===== src/rtl/alarm_buzzer_ctrl_pkg.sv =====
// Shared types and default constants for the alarm buzzer controller.
// The snooze feature is enabled by defining ALARM_SNOOZE_EN.
package alarm_pkg;

   typedef enum logic [2:0] {
      ST_IDLE     = 3'd0,
      ST_RING_ON  = 3'd1,
      ST_RING_OFF = 3'd2,
      ST_SNOOZE   = 3'd3,
      ST_TIMEOUT  = 3'd4
   } buzz_state_t;

   localparam int unsigned DEF_TONE_DIV    = 25000;
   localparam int unsigned DEF_TIMEOUT_SEC = 60;
   localparam int unsigned DEF_SNOOZE_SEC  = 300;
   localparam int unsigned DEF_MAX_SNOOZE  = 3;

   // Width able to hold 0..max_val, never narrower than one bit.
   function automatic int unsigned cnt_w(input int unsigned max_val);
      return (max_val < 1) ? 1 : $clog2(max_val + 1);
   endfunction

endpackage


===== src/rtl/alarm_buzzer_ctrl_if.sv =====
// Control inputs and status outputs of the alarm buzzer controller.
// The master side drives the ticks, trigger and button; the slave side is the controller.
interface alarm_buzzer_ctrl_if;

   logic       clk_1hz_en;
   logic       alarm_trigger_in;
   logic       snooze_btn;
   logic       buzzer_out;
   logic       snooze_active_out;
   logic [2:0] snooze_count_out;
   logic       alarm_timeout_out;

   modport master (
      output clk_1hz_en,
      output alarm_trigger_in,
      output snooze_btn,
      input  buzzer_out,
      input  snooze_active_out,
      input  snooze_count_out,
      input  alarm_timeout_out
   );

   modport slave (
      input  clk_1hz_en,
      input  alarm_trigger_in,
      input  snooze_btn,
      output buzzer_out,
      output snooze_active_out,
      output snooze_count_out,
      output alarm_timeout_out
   );

endinterface


===== src/rtl/alarm_buzzer_ctrl_tone_gen.sv =====
// Square-wave tone divider: toggles tone_out every TONE_DIV enabled cycles,
// and sits cleared with the output low whenever enable is low.
module tone_gen
   import alarm_pkg::*;
#(
   parameter int unsigned TONE_DIV = DEF_TONE_DIV
) (
   input  logic sys_clk,
   input  logic rst_n,
   input  logic enable,
   output logic tone_out
);

   localparam int unsigned DIV_W = cnt_w(TONE_DIV);

   logic [DIV_W-1:0] div_q, div_d;
   logic             tone_q, tone_d;

   always_ff @(posedge sys_clk or negedge rst_n) begin
      if (!rst_n) begin
         div_q  <= '0;
         tone_q <= 1'b0;
      end else begin
         div_q  <= div_d;
         tone_q <= tone_d;
      end
   end

   always_comb begin
      div_d  = div_q;
      tone_d = tone_q;
      if (!enable) begin
         div_d  = '0;
         tone_d = 1'b0;
      end else if (div_q == DIV_W'(TONE_DIV - 1)) begin
         div_d  = '0;
         tone_d = ~tone_q;
      end else begin
         div_d  = div_q + DIV_W'(1);
      end
   end

   assign tone_out = tone_q;

endmodule


===== src/rtl/alarm_buzzer_ctrl.sv =====
// Alarm buzzer controller: gated 1 s on / 1 s off tone while the trigger is high,
// ring timeout auto-mute, and optional snooze handling built when ALARM_SNOOZE_EN is defined.
module alarm_buzzer_ctrl
   import alarm_pkg::*;
#(
   parameter int unsigned TONE_DIV    = DEF_TONE_DIV,
   parameter int unsigned TIMEOUT_SEC = DEF_TIMEOUT_SEC,
   parameter int unsigned SNOOZE_SEC  = DEF_SNOOZE_SEC,
   parameter int unsigned MAX_SNOOZE  = DEF_MAX_SNOOZE
) (
   input  logic               sys_clk,
   input  logic               rst_n,
   alarm_buzzer_ctrl_if.slave bus
);

   localparam int unsigned RING_W = cnt_w(TIMEOUT_SEC);

   buzz_state_t       state_q, state_d;
   logic [RING_W-1:0] ring_sec_q, ring_sec_d;
   logic [RING_W-1:0] ring_inc;
   logic              timeout_hit;
   logic              snz_allowed;
   logic              snz_done;
   logic [2:0]        snz_count;
   logic              tone_raw;

   assign ring_inc    = ring_sec_q + RING_W'(1);
   assign timeout_hit = bus.clk_1hz_en && (ring_inc == RING_W'(TIMEOUT_SEC));

   always_ff @(posedge sys_clk or negedge rst_n) begin
      if (!rst_n) begin
         state_q    <= ST_IDLE;
         ring_sec_q <= '0;
      end else begin
         state_q    <= state_d;
         ring_sec_q <= ring_sec_d;
      end
   end

   // Priority: trigger low, then timeout, then snooze edge, then beep toggle.
   always_comb begin
      state_d    = state_q;
      ring_sec_d = ring_sec_q;
      if (!bus.alarm_trigger_in) begin
         state_d    = ST_IDLE;
         ring_sec_d = '0;
      end else begin
         case (state_q)
            ST_IDLE: begin
               state_d    = ST_RING_ON;
               ring_sec_d = '0;
            end
            ST_RING_ON, ST_RING_OFF: begin
               if (bus.clk_1hz_en) ring_sec_d = ring_inc;
               if (timeout_hit)
                  state_d = ST_TIMEOUT;
               else if (snz_allowed)
                  state_d = ST_SNOOZE;
               else if (bus.clk_1hz_en)
                  state_d = (state_q == ST_RING_ON) ? ST_RING_OFF : ST_RING_ON;
            end
            ST_SNOOZE: begin
               if (snz_done) begin
                  state_d    = ST_RING_ON;
                  ring_sec_d = '0;
               end
            end
            ST_TIMEOUT: state_d = ST_TIMEOUT;
            default:    state_d = ST_IDLE;
         endcase
      end
   end

`ifdef ALARM_SNOOZE_EN
   localparam int unsigned SNZ_W = cnt_w(SNOOZE_SEC);

   logic             btn_prev_q;
   logic [SNZ_W-1:0] snz_sec_q, snz_sec_d;
   logic [SNZ_W-1:0] snz_inc;
   logic [2:0]       snz_cnt_q, snz_cnt_d;
   logic             snz_edge;

   // The edge detector tracks the button in every state so a held button snoozes once.
   assign snz_edge    = bus.snooze_btn && !btn_prev_q;
   assign snz_allowed = snz_edge && (snz_cnt_q < 3'(MAX_SNOOZE));
   assign snz_inc     = snz_sec_q + SNZ_W'(1);
   assign snz_done    = bus.clk_1hz_en && (snz_inc == SNZ_W'(SNOOZE_SEC));
   assign snz_count   = snz_cnt_q;

   always_ff @(posedge sys_clk or negedge rst_n) begin
      if (!rst_n) begin
         btn_prev_q <= 1'b0;
         snz_sec_q  <= '0;
         snz_cnt_q  <= '0;
      end else begin
         btn_prev_q <= bus.snooze_btn;
         snz_sec_q  <= snz_sec_d;
         snz_cnt_q  <= snz_cnt_d;
      end
   end

   always_comb begin
      snz_sec_d = snz_sec_q;
      snz_cnt_d = snz_cnt_q;
      if (state_d == ST_IDLE) begin
         snz_sec_d = '0;
         snz_cnt_d = '0;
      end else if (state_q != ST_SNOOZE && state_d == ST_SNOOZE) begin
         snz_sec_d = '0;
         snz_cnt_d = snz_cnt_q + 3'd1;
      end else if (state_q == ST_SNOOZE && bus.clk_1hz_en) begin
         snz_sec_d = snz_inc;
      end
   end
`else
   assign snz_allowed = 1'b0;
   assign snz_done    = 1'b0;
   assign snz_count   = 3'd0;
`endif

   tone_gen #(
      .TONE_DIV (TONE_DIV)
   ) u_tone (
      .sys_clk  (sys_clk),
      .rst_n    (rst_n),
      .enable   (state_q == ST_RING_ON),
      .tone_out (tone_raw)
   );

   // Gating by the registered state mutes the tone on the same edge that leaves RING_ON.
   assign bus.buzzer_out        = tone_raw && (state_q == ST_RING_ON);
   assign bus.snooze_active_out = (state_q == ST_SNOOZE);
   assign bus.snooze_count_out  = snz_count;
   assign bus.alarm_timeout_out = (state_q == ST_TIMEOUT);

endmodule


===== src/flat_wrapper.sv =====
// flat-port wrapper written by rule: the top's interface ports become plain ports
module alarm_buzzer_ctrl_flat import alarm_pkg::*;
#(
   parameter int unsigned TONE_DIV    = DEF_TONE_DIV,
   parameter int unsigned TIMEOUT_SEC = DEF_TIMEOUT_SEC,
   parameter int unsigned SNOOZE_SEC  = DEF_SNOOZE_SEC,
   parameter int unsigned MAX_SNOOZE  = DEF_MAX_SNOOZE
)
  (sys_clk, rst_n, bus_clk_1hz_en, bus_alarm_trigger_in, bus_snooze_btn, bus_buzzer_out, bus_snooze_active_out, bus_snooze_count_out, bus_alarm_timeout_out);
  alarm_buzzer_ctrl_if bus_i ();
  input  logic sys_clk;
  input  logic rst_n;
  input wire logic [$bits(bus_i.clk_1hz_en)-1:0] bus_clk_1hz_en;
  input wire logic [$bits(bus_i.alarm_trigger_in)-1:0] bus_alarm_trigger_in;
  input wire logic [$bits(bus_i.snooze_btn)-1:0] bus_snooze_btn;
  output wire logic [$bits(bus_i.buzzer_out)-1:0] bus_buzzer_out;
  output wire logic [$bits(bus_i.snooze_active_out)-1:0] bus_snooze_active_out;
  output wire logic [$bits(bus_i.snooze_count_out)-1:0] bus_snooze_count_out;
  output wire logic [$bits(bus_i.alarm_timeout_out)-1:0] bus_alarm_timeout_out;
  assign bus_i.clk_1hz_en = bus_clk_1hz_en;
  assign bus_i.alarm_trigger_in = bus_alarm_trigger_in;
  assign bus_i.snooze_btn = bus_snooze_btn;
  assign bus_buzzer_out = bus_i.buzzer_out;
  assign bus_snooze_active_out = bus_i.snooze_active_out;
  assign bus_snooze_count_out = bus_i.snooze_count_out;
  assign bus_alarm_timeout_out = bus_i.alarm_timeout_out;
  alarm_buzzer_ctrl #(.TONE_DIV(TONE_DIV), .TIMEOUT_SEC(TIMEOUT_SEC), .SNOOZE_SEC(SNOOZE_SEC), .MAX_SNOOZE(MAX_SNOOZE)) u_core (.sys_clk(sys_clk), .rst_n(rst_n), .bus(bus_i));
endmodule

===== config.mk =====
export PLATFORM = sky130hd
export DESIGN_NAME = alarm_buzzer_ctrl_flat
export DESIGN_NICKNAME = d
export VERILOG_FILES = /design/src/rtl/alarm_buzzer_ctrl_pkg.sv /design/src/rtl/alarm_buzzer_ctrl_if.sv /design/src/rtl/alarm_buzzer_ctrl_tone_gen.sv /design/src/rtl/alarm_buzzer_ctrl.sv /design/src/flat_wrapper.sv
export SDC_FILE = /design/constraint.sdc
export NUM_CORES = 1
export LEC_CHECK = 0
export ABC_AREA = 1
export ABC_CLOCK_PERIOD_IN_PS = 3400
export CORE_MARGIN = 3
export CORE_UTILIZATION = 60
export CTS_CLUSTER_SIZE = 40
export DETAILED_ROUTE_END_ITERATION = 16
export PLACE_DENSITY = 0.79
export SYNTH_ARGS = -nofsm -noshare
export SYNTH_HDL_FRONTEND = slang
export SYNTH_SLANG_ARGS = --single-unit

===== constraint.sdc =====
create_clock -name sys_clk -period 3.4 [get_ports sys_clk]
set_input_delay 0.68 -clock sys_clk [delete_from_list [all_inputs] [get_ports sys_clk]]
set_output_delay 0.68 -clock sys_clk [all_outputs]
set_load 0.01 [all_outputs]

==> impl_metrics.env, run 1 <==
export IMPL_status="completed"
export IMPL_critical_path_max_fanout=9
export IMPL_ant_nets=0
export IMPL_die_width_um=55.27
export IMPL_grt_pass1_wl_mm=4.698
export IMPL_grt_max_degree=26
export IMPL_synth_cell_types=25
export IMPL_synth_edf_count=0
export IMPL_finalHoldViolations=0
export IMPL_die_area_mm2=0.003054
export IMPL_core_area_mm2=0.002255
export IMPL_via_per_inst=5.303
export IMPL_fmax_ghz=0.4060
export IMPL_post_route_util=0.6948
export IMPL_fin_tns_setup_ns=0
export IMPL_pin_count=11
export IMPL_arrival_ns=1.78
export IMPL_setup_violations=0
export IMPL_maxSlewViolCount=0
export IMPL_antenna_found_initial=0
export IMPL_cts_sink_count=25
export IMPL_avgSynthCellArea_um2=7.507
export IMPL_gr_usage_all_layers=0.1834
export IMPL_gr_total_overflow=0
export IMPL_synthArstFlopShare=1.000
export IMPL_start_kind="flop"
export IMPL_yosys_warnings=0
export IMPL_cts_tree="yes"
export IMPL_drt_iter0_drc=26
export IMPL_end_kind="output pin"
export IMPL_nets=212
export IMPL_cts_htree_levels=1
export IMPL_clk_pin_slew_worst_paths_ns=0.14
export IMPL_syn_to_final_growth_pct=7.560
export IMPL_clock_path_buffers=2
export IMPL_synth_top_cell_area_share=0.4296
export IMPL_ctsResizeCount=0
export IMPL_place_congestion=0.8987
export IMPL_fin_crit_ns=2.463
export IMPL_wl_per_cell_um=11.23
export IMPL_synthFlopType="dfrtp_1"
export IMPL_drc=0
export IMPL_rows=17
export IMPL_path_class="flop to output pin"
export IMPL_vias=1225
export IMPL_maxCapViolations=0
export IMPL_clk_insertion_delay_late_ns=0.31
export IMPL_ctsHoldBuffers=0
export IMPL_crit_required_ns=2.72
export IMPL_ys_seq_elements=25
export IMPL_rsz0062_at_grt="false"
export IMPL_postRouteWirelength_mm=2.594
export IMPL_clockRootBuffer="clkbuf_4"
export IMPL_start_util=0.6459
export IMPL_io_buffer_count=6
export IMPL_synth_seq_area_share=0.4296
export IMPL_synth_area_leaders="dfrtp_1, nand2_1, nor2_1"
export IMPL_total_leakage_power_nw=0.6926
export IMPL_diodes=0
export IMPL_synth_top_cell_by_area="dfrtp_1"
export IMPL_die_h_um=55.27
export IMPL_fill_cells=198
export IMPL_clock_skew_ns=0.002492
export IMPL_cts_buffers_inserted=3
export IMPL_cts_setup_buffers=0
export IMPL_place_hpwl_mm=2.025
export IMPL_drive_gt1_frac=0.08374
export IMPL_p_per_area_mw_per_mm2=329.6
export IMPL_netlist_area_mm2=0.001456
export IMPL_ir_drop_mv=0.3786
export IMPL_hp_class="flop to flop"
export IMPL_first_pass_iters=4
export IMPL_multiInputGateArea_um2=688.2
export IMPL_min_period_over_period=0.7244
export IMPL_regArea_um2=625.6
export IMPL_postSynthCellCount=194
export IMPL_first_global_vias=1120
stage by stage:
step                cells  power (mW)  cell area [um2]  hold slack [ns]  worst slack, ns
floorplan             196      0.3634             1464           0.3844            1.866
global placement      227      0.3826             1536           0.4471            1.324
detailed placement    227      0.3873             1536           0.4696            1.284
CTS                   231      0.5229             1567           0.4893           0.9188
global route          231      0.5536             1567           0.5118           0.7317
finish                231      0.5163             1567           0.4852           0.9370
final timing paths:
check	start	end	slack, ns	depth (start not counted)
worst max-delay path	u_core.state_q[0]$_DFFE_PN0P_	bus_buzzer_out	0.94	5
worst min-delay path	u_core.u_tone.div_q[0]$_DFF_PN0_	u_core.u_tone.div_q[0]$_DFF_PN0_	0.49	1
worst min register to register	u_core.u_tone.div_q[0]$_DFF_PN0_	u_core.u_tone.div_q[0]$_DFF_PN0_	0.49	1
min in group asynchronous	rst_n	u_core.u_tone.div_q[5]$_DFF_PN0_	0.71	2
max in group asynchronous	rst_n	u_core.ring_sec_q[1]$_DFFE_PN0P_	2.45	2
worst max register to register	u_core.u_tone.div_q[0]$_DFF_PN0_	u_core.u_tone.tone_out$_DFFE_PN0P_	1.90	6
Yosys cell counts (3+ instances only):
master	instances
nand4_1	5
nand2_1	39
o21ai_0	6
nor3_1	7
ha_1	3
buf_4	4
xor2_1	3
nand2_2	3
inv_1	30
a21oi_1	7
dfrtp_1	25
o2111ai_1	3
nand3_1	12
nor2_1	31
cell families (layout without fill, tap and decap cells):
logic type,after synthesis,in the layout,synth area share
compound gates,21,21,0.08677
flops,25,25,0.4296
fa+ha+maj,3,3,0.02578
simple gates,103,103,0.3222
xor+xnor,5,5,0.03007
other cells,1,3,0.002575
buf+inv,36,43,0.1031
cell type report:
cell class	instances	share of cell area
clock buffer	3	0.01438
clock inverter	1	0.004792
inverter	32	0.07668
multi-input combinational	135	0.4393
sequential	25	0.3994
tap	28	0.02236
timing repair buffer	7	0.04313
power breakdown:
part	total, mW	switching, mW	internal [mW]
Combinational	0.0658	0.0459	0.0199
Clock	0.136	0.0908	0.0448
Sequential	0.315	0.00827	0.307
cell usage in the layout, fill, tap and decap left out, types with 2 or more instances in the layout:
| master | netlist | routed |
|---|---|---|
| nand2_1 | 39 | 39 |
| xnor2_1 | 2 | 2 |
| o21ai_0 | 6 | 6 |
| conb_1 | 1 | 3 |
| nor3_1 | 7 | 7 |
| nor3_2 | 2 | 2 |
| clkbuf_4 | 0 | 3 |
| nor2_4 | 2 | 2 |
| nand3_1 | 12 | 12 |
| inv_2 | 2 | 2 |
| inv_1 | 30 | 30 |
| dfrtp_1 | 25 | 25 |
| xor2_1 | 3 | 3 |
| clkdlybuf4s50_1 | 0 | 6 |
| o21bai_1 | 2 | 2 |
| nand4_1 | 5 | 5 |
| nand2_2 | 3 | 3 |
| ha_1 | 3 | 3 |
| nor2_1 | 31 | 31 |
| o2111ai_1 | 3 | 3 |
| a21oi_1 | 7 | 7 |
state kept, by name (all words and copies together), names as in the netlist:
| name | cells |
|---|---|
| u_core.ring_sec_q | 6 |
| u_core.state_q | 3 |
| u_core.u_tone.div_q | 15 |
| u_core.u_tone.tone_out | 1 |
layer usage:
metal,part of all wire,global-route usage,vias to the layer above
met4,0.0050,0.03472,0
met3,0.038,0.02570,2
met5,0,0,-
li1,-,-,623
met1,0.52,0.2726,573
met2,0.44,0.2872,27
worst max-delay path, cell delays in order (launching register included):
cell and delay (ns):
dfrtp_1 0.42, inv_1 0.09, nor2_1 0.15, nand2_2 0.16
nor2_1 0.12, clkdlybuf4s50_1 0.54
No activity file was read; power rests on OpenSTA's default activity.
==> run 2: changes to the inputs <==
- ABC_CLOCK_PERIOD_IN_PS: 3400 -> 2000
- CORE_UTILIZATION: 60 -> 51
- PLACE_DENSITY: 0.79 -> 0.71
- clock period: 3.4 -> 2 ns (I/O delays scaled with it)
==> impl_metrics.env, run 2 (synthesis results as in run 1) <==
export IMPL_place_ws_ns=0.2020
export IMPL_dpl_cell_area_mm2=0.001546
export IMPL_pin_count=11
export IMPL_worst_slack_ns=0.1338
export IMPL_largestRegisters="u_core.u_tone.div_q x15, u_core.ring_sec_q x6, u_core.state_q x3"
export IMPL_maxSlewViolCount=0
export IMPL_wl_per_cell_um=11.58
export IMPL_multiInputGateArea_um2=690.7
export IMPL_whs_ns=0.4127
export IMPL_setup_violations=0
export IMPL_ctsHoldBuffers=0
export IMPL_start_kind="flop"
export IMPL_gr_usage_all_layers=0.1801
export IMPL_cts_htree_levels=1
export IMPL_cp_slowest_cell="dfrtp_1"
export IMPL_start_util=0.5623
export IMPL_status="completed"
export IMPL_clockRootBuffer="clkbuf_4"
export IMPL_fill_cells=247
export IMPL_cts_tree="yes"
export IMPL_maxCapViolations=0
export IMPL_regArea_um2=625.6
export IMPL_max_stage_delay_ns=0.41
export IMPL_ir_drop_mv=0.5003
export IMPL_drive_gt1_frac=0.1019
export IMPL_cts_buffers_inserted=3
export IMPL_cp_num_buf_inv=3
export IMPL_end_kind="output pin"
export IMPL_first_global_vias=1056
export IMPL_hp_class="input port to asynchronous set/reset pin"
export IMPL_mostFrequentLayoutCells="nand2_1, inv_1, nor2_1"
export IMPL_fin_tns_setup_ns=0
export IMPL_p_per_area_mw_per_mm2=556.8
export IMPL_rows=18
export IMPL_top_register="u_core.u_tone.div_q"
export IMPL_fin_crit_ns=1.866
export IMPL_core_area_mm2=0.002590
export IMPL_critical_path_top_delay_family="buffers and inverters"
export IMPL_clk_pin_slew_worst_paths_ns=0.13
export IMPL_dp_cells=230
export IMPL_place_hpwl_mm=2.075
export IMPL_ant_nets=0
export IMPL_place_congestion=0.8596
export IMPL_syn_to_final_growth_pct=9.364
export IMPL_post_route_util=0.6150
export IMPL_layout_commonest_cell="nand2_1"
export IMPL_cts_sink_count=25
export IMPL_clock_path_buffers=2
export IMPL_arrival_ns=1.47
export IMPL_grt_max_degree=26
export IMPL_gr_total_overflow=0
export IMPL_path_cells="buf_4 > inv_1 > nand2_1 > nor2_1 > clkdlybuf4s15_1"
export IMPL_io_buffer_count=6
export IMPL_drt_iter0_drc=59
export IMPL_finalInstanceArea_mm2=0.001593
export IMPL_die_area_mm2=0.003533
export IMPL_critical_path_max_fanout=3
export IMPL_drc=0
export IMPL_die_h_um=59.44
export IMPL_rsz0062_at_grt="false"
export IMPL_min_period_over_period=0.9331
export IMPL_finalHoldViolations=0
export IMPL_clock_skew_ns=0.008808
export IMPL_first_pass_iters=4
export IMPL_die_width_um=59.44
export IMPL_grt_pass1_wl_mm=4.692
export IMPL_crit_required_ns=1.60
export IMPL_nets=215
export IMPL_power_uw=886.9
export IMPL_final_cells=236
export IMPL_postRouteWirelength_mm=2.733
export IMPL_diodes=0
export IMPL_vias=1208
export IMPL_total_leakage_power_nw=0.7348
export IMPL_fmax_ghz=0.5358
export IMPL_path_class="flop to output pin"
export IMPL_via_per_inst=5.119
export IMPL_clk_insertion_delay_late_ns=0.33
export IMPL_largest_reg_flops=15
export IMPL_antenna_found_initial=0
run 2: final timing paths:
kind | startpoint | end | slack (ns) | depth (start not counted)
hold reg to reg | u_core.u_tone.div_q[0]$_DFF_PN0_ | u_core.u_tone.div_q[0]$_DFF_PN0_ | 0.47 | 1
setup reg to reg | u_core.state_q[0]$_DFFE_PN0P_ | u_core.ring_sec_q[0]$_DFFE_PN0P_ | 0.51 | 7
hold / removal | rst_n | u_core.u_tone.div_q[9]$_DFF_PN0_ | 0.41 | 2
min in group sys_clk | u_core.u_tone.div_q[0]$_DFF_PN0_ | u_core.u_tone.div_q[0]$_DFF_PN0_ | 0.47 | 1
setup / recovery | u_core.state_q[0]$_DFFE_PN0P_ | bus_alarm_timeout_out | 0.13 | 5
max in group asynchronous | rst_n | u_core.ring_sec_q[0]$_DFFE_PN0P_ | 1.34 | 2
run 2: timing repair:
item                                    in CTS  in global routing
hold endpoints to repair                     0                  0
endpoints found under the setup margin       2                  1
pin swaps                                    0                  0
resized for setup                            3                  2
buffers inserted                             1                  1
run 2: power by group:
part | total (mW) | switching, mW | leakage [nW] | internal [mW]
clock | 0.225 | 0.150 | 0.0177 | 0.0751
sequential | 0.533 | 0.0122 | 0.345 | 0.521
combinational | 0.128 | 0.0825 | 0.372 | 0.0455
run 2: layer usage:
| metal | part of all wire | routed length (um) | GRT usage |
|---|---|---|---|
| met3 | 0.047 | 128 | 0.04139 |
| met1 | 0.49 | 1341 | 0.2432 |
| met4 | 0.016 | 45 | 0.08738 |
| met2 | 0.45 | 1218 | 0.2699 |
| met5 | 0 | 0 | 0 |
run 2: final cells by class:
type	count	share of cell area
clock inverters	1	0.003142
multi-input cells	135	0.4336
clock buffers	3	0.01414
inverters	32	0.07541
flip-flops and latches	25	0.3928
repair buffers	10	0.05734
well taps	30	0.02357
